===== src/rtl/pd_power_responder.sv =====
// pd_power_responder
// Domain-side responder for the iso_en/ret_en/pse power interface. Models the
// power switch ramp, keeps the last domain result in a retention register
// across power-off, clamps outputs while isolated or unpowered, and flags
// sticky protocol errors back to the controller side.
module pd_power_responder #(
    parameter int                 WIDTH       = 32,
    parameter int                 RAMP_CYCLES = 4,
    parameter logic [WIDTH-1:0]   ISO_VAL     = '0
) (
    input  logic             CLK,
    input  logic             RST_N,
    input  logic             iso_en,
    input  logic             ret_en,
    input  logic             pse,
    input  logic [WIDTH-1:0] S_in,
    input  logic             C_in,
    output logic [WIDTH-1:0] S_out,
    output logic             C_out,
    output logic             pwr_good,
    output logic             ret_valid,
    output logic             prot_err,
    output logic [2:0]       state_o
);

    localparam int               CNT_W    = (RAMP_CYCLES > 1) ? $clog2(RAMP_CYCLES) : 1;
    localparam logic [CNT_W-1:0] CNT_LAST = CNT_W'(RAMP_CYCLES - 1);

    typedef enum logic [2:0] {
        ST_ON    = 3'd0,
        ST_ISO   = 3'd1,
        ST_RET   = 3'd2,
        ST_DOWN  = 3'd3,
        ST_OFF   = 3'd4,
        ST_UP    = 3'd5,
        ST_READY = 3'd6
    } state_t;

    state_t           state_q, state_d;
    logic [CNT_W-1:0] cnt_q, cnt_d;
    logic [WIDTH:0]   ret_reg_q, ret_reg_d;
    logic             ret_valid_q, ret_valid_d;
    logic             prot_err_q, prot_err_d;
    logic [WIDTH-1:0] s_out_q, s_out_d;
    logic             c_out_q, c_out_d;

    // Next-state, ramp counter, retention capture and protocol error detection
    always_comb begin
        state_d     = state_q;
        cnt_d       = cnt_q;
        ret_reg_d   = ret_reg_q;
        ret_valid_d = ret_valid_q;
        prot_err_d  = prot_err_q;

        case (state_q)
            ST_ON: begin
                // Losing power without isolation first is illegal; pse wins over iso_en.
                if (!pse) begin
                    state_d    = ST_DOWN;
                    cnt_d      = '0;
                    prot_err_d = 1'b1;
                end else if (iso_en) begin
                    state_d = ST_ISO;
                end
            end
            ST_ISO: begin
                if (!pse) begin
                    state_d    = ST_DOWN;
                    cnt_d      = '0;
                    prot_err_d = 1'b1;
                end else if (ret_en) begin
                    state_d     = ST_RET;
                    ret_reg_d   = {C_in, S_in};
                    ret_valid_d = 1'b1;
                end else if (!iso_en) begin
                    state_d = ST_ON;
                end
            end
            ST_RET: begin
                if (!pse) begin
                    state_d = ST_DOWN;
                    cnt_d   = '0;
                end else if (!ret_en) begin
                    // Save aborted: the captured value stays valid.
                    state_d = ST_ISO;
                end else if (!iso_en) begin
                    prot_err_d = 1'b1;
                end
            end
            ST_DOWN: begin
                // The down ramp always completes, whatever pse does meanwhile.
                if (cnt_q == CNT_LAST) begin
                    state_d = ST_OFF;
                    cnt_d   = '0;
                end else begin
                    cnt_d = cnt_q + CNT_W'(1);
                end
            end
            ST_OFF: begin
                if (pse) begin
                    state_d = ST_UP;
                    cnt_d   = '0;
                end else if (!iso_en) begin
                    prot_err_d = 1'b1;
                end
            end
            ST_UP: begin
                if (!pse) begin
                    state_d = ST_DOWN;
                    cnt_d   = '0;
                end else if (cnt_q == CNT_LAST) begin
                    state_d = ST_READY;
                    cnt_d   = '0;
                end else begin
                    cnt_d = cnt_q + CNT_W'(1);
                end
            end
            ST_READY: begin
                if (!pse) begin
                    state_d = ST_DOWN;
                    cnt_d   = '0;
                end else if (!ret_en && !iso_en) begin
                    state_d = ST_ON;
                end
            end
            default: begin
                state_d = ST_ON;
                cnt_d   = '0;
            end
        endcase

        // Retained data is consumed (or discarded) whenever the domain goes live.
        if (state_d == ST_ON) begin
            ret_valid_d = 1'b0;
        end
    end

    // Output register: live data in ON, one restore cycle out of READY, clamp otherwise
    always_comb begin
        s_out_d = ISO_VAL;
        c_out_d = 1'b0;
        if (state_d == ST_ON) begin
            if (state_q == ST_READY) begin
                if (ret_valid_q) begin
                    {c_out_d, s_out_d} = ret_reg_q;
                end else begin
                    s_out_d = ISO_VAL;
                    c_out_d = 1'b0;
                end
            end else begin
                s_out_d = S_in;
                c_out_d = C_in;
            end
        end
    end

    // State and data registers with synchronous active-low reset
    always_ff @(posedge CLK) begin
        if (!RST_N) begin
            state_q     <= ST_ON;
            cnt_q       <= '0;
            ret_reg_q   <= '0;
            ret_valid_q <= 1'b0;
            prot_err_q  <= 1'b0;
            s_out_q     <= '0;
            c_out_q     <= 1'b0;
        end else begin
            state_q     <= state_d;
            cnt_q       <= cnt_d;
            ret_reg_q   <= ret_reg_d;
            ret_valid_q <= ret_valid_d;
            prot_err_q  <= prot_err_d;
            s_out_q     <= s_out_d;
            c_out_q     <= c_out_d;
        end
    end

    assign S_out     = s_out_q;
    assign C_out     = c_out_q;
    assign ret_valid = ret_valid_q;
    assign prot_err  = prot_err_q;
    assign state_o   = state_q;
    assign pwr_good  = (state_q == ST_ON) || (state_q == ST_ISO) ||
                       (state_q == ST_RET) || (state_q == ST_READY);

endmodule


===== config.mk =====
export PLATFORM = sky130hd
export DESIGN_NAME = pd_power_responder
export DESIGN_NICKNAME = d
export VERILOG_FILES = /design/src/rtl/pd_power_responder.sv
export SDC_FILE = /design/constraint.sdc
export NUM_CORES = 1
export LEC_CHECK = 0
export CORE_ASPECT_RATIO = 0.8
export CORE_MARGIN = 3
export CORE_UTILIZATION = 32
export CTS_BUF_LIST = sky130_fd_sc_hd__clkbuf_8
export CTS_CLUSTER_DIAMETER = 80
export DETAILED_ROUTE_END_ITERATION = 8
export PLACE_DENSITY = 0.53
export REMOVE_ABC_BUFFERS = 1
export SLEW_MARGIN = 0
export SYNTH_ARGS = -nofsm -noshare
export SYNTH_HDL_FRONTEND = slang
export SYNTH_SLANG_ARGS = --single-unit

===== constraint.sdc =====
create_clock -name CLK -period 4 [get_ports CLK]
set_input_delay 1.2 -clock CLK [delete_from_list [all_inputs] [get_ports CLK]]
set_output_delay 1.2 -clock CLK [all_outputs]
set_load 0.005 [all_outputs]

# [Word level (Yosys, flattened, before mapping)]
# Cells that the tools add are included.
[totals] wordCells=67 input_bits=38 output_inout_bits=39 reg_bits=73
[op_classes] reduce_logical=16 n_bitwise=1 eq_ne=13 add_sub_neg=1 muxes=29
[ops] operator="32-bit two-way mux" count=2
[ops] operator="3-bit two-way mux" count=13
[ops] operator="3-bit one-hot mux with 7 select lines" count=1
[ops] operator="2-bit != test (second input constant)" count=6
[ops] operator="3-bit equality test (second input constant)" count=3
[ops] operator="2-bit two-way mux" count=4
[ops] operator="2-bit one-hot mux with 4 select lines" count=1
[ops] operator="1-bit two-way mux" count=7
[ops] operator="3-bit by 2-bit equality test with 1-bit output (second input constant)" count=2
[ops] operator="3-bit logical NOT" count=2
[ops] operator="5-bit AND reduction" count=1
[ops] operator="2-bit AND reduction" count=2
[ops] operator="2-bit OR reduction" count=2
[ops] operator="4-bit OR reduction" count=1
[ops] operator="3-bit by 1-bit equality test with 1-bit output (second input constant)" count=1
[ops] operator="1-bit logical OR" count=3
[ops] operator="1-bit one-hot mux with 3 select lines" count=1
[ops] operator="3-bit AND reduction" count=1
[ops] operator="3-bit nonzero test" count=1
[ops] operator="2-bit by 1-bit adder with 2-bit output (second input constant)" count=1
[ops] operator="2-bit equality test (second input constant)" count=1
[ops] operator="1-bit logical NOT" count=2
[ops] operator="1-bit logical AND" count=1
[ops] operator="1-bit NOT" count=1

# [Depth between registers and ports, before layout]
[logic_depth] ltp_word=7 depth_mapped=7 depth_no_buf=5

# [Least setup slack after synthesis]
# No wires, ideal clock.
[synth_timing] path_kind="input port to flip-flop" from="in ret_en" to="reg ret_reg_q[0]" n_path_buf=2 setup_ns=0.132 cell_stages=6 t_required_ns=3.868 slack_ns=1.675 arrival_time_ns=2.193 cell_sequence="nand2_1 > or4b_1 > clkbuf_1 > buf_2 > nand2_1 > a21oi_1"
[synth_between] elab_chain_len=1
[synth_lines] element="from (decl)" line="14" source="input logic ret_en,"
[synth_lines] element="3-bit AND reduction (no line)"
[synth_lines] element="to (signal assigned)" line="170" source="ret_reg_q <= ret_reg_d;"
[synth_lines] element="to (decl)" line="41" source="logic [WIDTH:0] ret_reg_q, ret_reg_d;"
# Every way passes these cells.
# A chain may end at the register's enable or synchronous reset.

# [Worst setup path after layout]
[layout_timing] from="in ret_en" to="reg s_out_q[21], in the netlist S_out[21]"
[layout_between] elab_chain_len=7 elab_cells_between_ends=11 cone_classes="7 x mux; 4 x reduce/logical"
[layout_lines] element="1-bit logical NOT" line="122" source="end else if (!ret_en && !iso_en) begin"
[layout_lines] element="1-bit logical AND" line="122"
[layout_lines] element="3-bit two-way mux" line="122"
[layout_lines] element="3-bit two-way mux" line="119" source="if (!pse) begin"
[layout_lines] element="3-bit one-hot mux with 7 select lines *" line="55" source="case (state_q)"
[layout_lines] element="3-bit logical NOT *" line="142" source="if (state_d == ST_ON) begin"
[layout_lines] element="2-bit AND reduction (no line) *"
[layout_lines] element="to (signal assigned)" line="173" source="s_out_q <= s_out_d;"
[layout_lines] element="to (decl)" line="44" source="logic [WIDTH-1:0] s_out_q, s_out_d;"
# Mark *: on every way between the ends. The rest lies on a longest branch, timed or not.

==> metrics.yaml <==
synth:
  synthTopCellsByCount: "dfxtp_1 (73), nand2_1 (70), a21oi_1 (37)"
  ys.flop_type: "dfxtp_1"
  ys_types: 48
  avgSynthCellArea_sq_um: 8.796
  synthTopCellsByArea: "dfxtp_1 (41%), nor4_2 (11%), nand2_1 (7.4%)"
  synth_area_leader_cell: "dfxtp_1"
  synth_top_area_frac: 0.4113
  synthesis.area_sq_mm: 0.003553
  yosysWarnings: 0
  yosysSeqAreaShare: 0.4113
  synth_edf_count: 0
  yosysMostFrequentCell: "dfxtp_1"
  synth_seq_cells: 73
  synth_cells: 404
  async_flop_share: 0
route:
  drt-wirelength-per-cell_um: 15.64
  via_per_inst: 4.964
  wl_mm: 9.448
  drt_iter0_drc: 177
  drc: 0
  detail-route-antenna-nets: 0
  dr.pass1.iters: 4
  vias: 2998
layout:
  fin_nets: 500
  area_delta_synth_final_pct: 27.29
  fillers: 1056
  drive_gt1_frac: 0.1293
  diodes: 0
  instances_no_fill: 604
global_route:
  antenna_found_initial: 0
  use_met3: 0.05352
  grt_busiest_layer: "met2"
  grt_pass1_vias: 2765
  grt_use_met1: 0.2188
  grt_usage: 0.1534
  grt_pass1_wl_mm: 14.59
  grt_remaining_overflow: 0
  use_met2: 0.2189
  grt_max_degree: 67
clock_network:
  clock-sinks: 73
  cts_hold_buf: 0
  clk_latency_ns: 0.35
  cts_buffer_depth: 2
  cts_made_buffers: 9
  cts_root_buffer: "clkbuf_8"
  path_clk_slew_ns: 0.07
  cts_resized: 0
  h-tree-depth: 3
  cts_tree: "built"
  postCtsSetupRepairBufs: 0
placed_design:
  place_hpwl_mm: 5.784
  dp_slack_ns: 0.2340
  io_buffers: 76
  dp.cells: 590
  place.gp.congestion: 0.7591
floorplanning:
  start_util: 0.3375
  die_w_um: 123.8
  die_y_um: 100.3
  io_pins: 77
  fp.dieArea_sq_mm: 0.01241
  row_count: 33
  core_sq_mm: 0.01053
timing:
  fin_ws_ns: 0.6092
  worstMarginPinSlew_ns: 1.182
  relSlewSlack: 0.2119
  slew_viol_final: 0
  fin_crit_sh: 0.8477
  fin_skew_ns: 0.003189
  rsz0062_at_grt: "no"
  max_freq_mhz: 294.9
  whs_ns: 0.4493
  final-setup-viol-count: 0
  setup_tns_ns: 0
  finalHoldViolations: 0
  min_period_ns: 3.391
outcome:
  status: "complete, no violations"
worst_hold_path:
  hp-class: "register to register"
worst_setup_path:
  cp-start-kind: "input pin"
  crit_fanout: 18
  arrival_ns: 3.60
  endpoint_kind: "register"
  critPathKind: "input pin to register"
  r2r_slack_ns: 0.99
  crit_required_ns: 4.21
power:
  power.total_mw: 1.569
  peakVddDrop_mv: 0.1487
  power_density_mw_per_mm2: 346.9
  power.leakage_nw: 1.596
flow_run:
  maxCapViolCount: 0
[path summary, 6_finish.rpt]
kind	from	to	cells after the start
setup / recovery	ret_en	S_out[21]$_SDFF_PN0_	6
hold / removal	ret_reg_q[31]$_SDFFE_PN0P_	ret_reg_q[31]$_SDFFE_PN0P_	2
setup reg to reg	state_o[1]$_SDFF_PN0_	S_out[21]$_SDFF_PN0_	5
hold reg to reg	ret_reg_q[31]$_SDFFE_PN0P_	ret_reg_q[31]$_SDFFE_PN0P_	2
[cell usage in the layout, fill, tap and decap left out, types with 2 or more instances in the layout]
cell / n
clkbuf_8: 11
o31a_1: 2
nor2b_1: 35
nand2b_1: 3
clkdlybuf4s50_1: 76
nor4_1: 3
nor3_1: 2
dfxtp_1: 73
nand3_1: 2
inv_1: 4
a21oi_1: 37
nor4_2: 30
nand2_1: 70
o21ai_1: 13
buf_4: 9
o21ai_0: 24
nor3b_1: 3
and3_1: 33
nor2_1: 3
o21a_1: 2
and2_1: 2
[layout make-up]
type	instances	area (sq um)	share of cell area
repair buffers	86	848.3	0.1876
multi-input cells	289	1868	0.4130
flip-flops and latches	73	1461	0.3231
inverters	2	7.507	0.001660
clock buffers	11	151.4	0.03347
clock inverters	3	11.26	0.002490
well taps	140	175.2	0.03873
[state kept, by name, summed over array words and instances (netlist names)]
name and flops:
S_out 32, C_out 1, ret_reg_q 33, cnt_q 2
state_o 3, prot_err 1, ret_valid 1
[routing by layer]
metal	share of wire	wire length, um
met2	0.41	3893
met5	0	0
met3	0.072	679
met4	0.0077	73
met1	0.51	4802
[cell families after synthesis]
| kind of cell | count (synthesis) | share of synthesized area |
|---|---|---|
| and+or+nand+nor | 193 | 0.3497 |
| buffers and inverters | 42 | 0.06690 |
| muxes | 1 | 0.002817 |
| adders and majority gates | 1 | 0.003521 |
| AOI/OAI and AO/OA | 94 | 0.1659 |
| DFF | 73 | 0.4113 |
[metrics by stage]
stage,utilization,instance area [sq um]
after detailed placement,0.4141,4360
final,0.4296,4523
after global routing,0.4296,4523
after floorplan,-,3323
after CTS,0.4296,4523
after global placement,0.4141,4360
[critical path: stages]
cell             delay (ns)
clkdlybuf4s50_1        0.62
or3b_4                 0.21
a21oi_4                0.06
a311oi_4               0.97
buf_4                  0.44
nor4_2                 0.09
[power by group]
group          internal (mW)  switching (mW)
logic                  0.133           0.155
registers              0.755          0.0268
clock network          0.246           0.253
(Power assumes the default switching activity.)
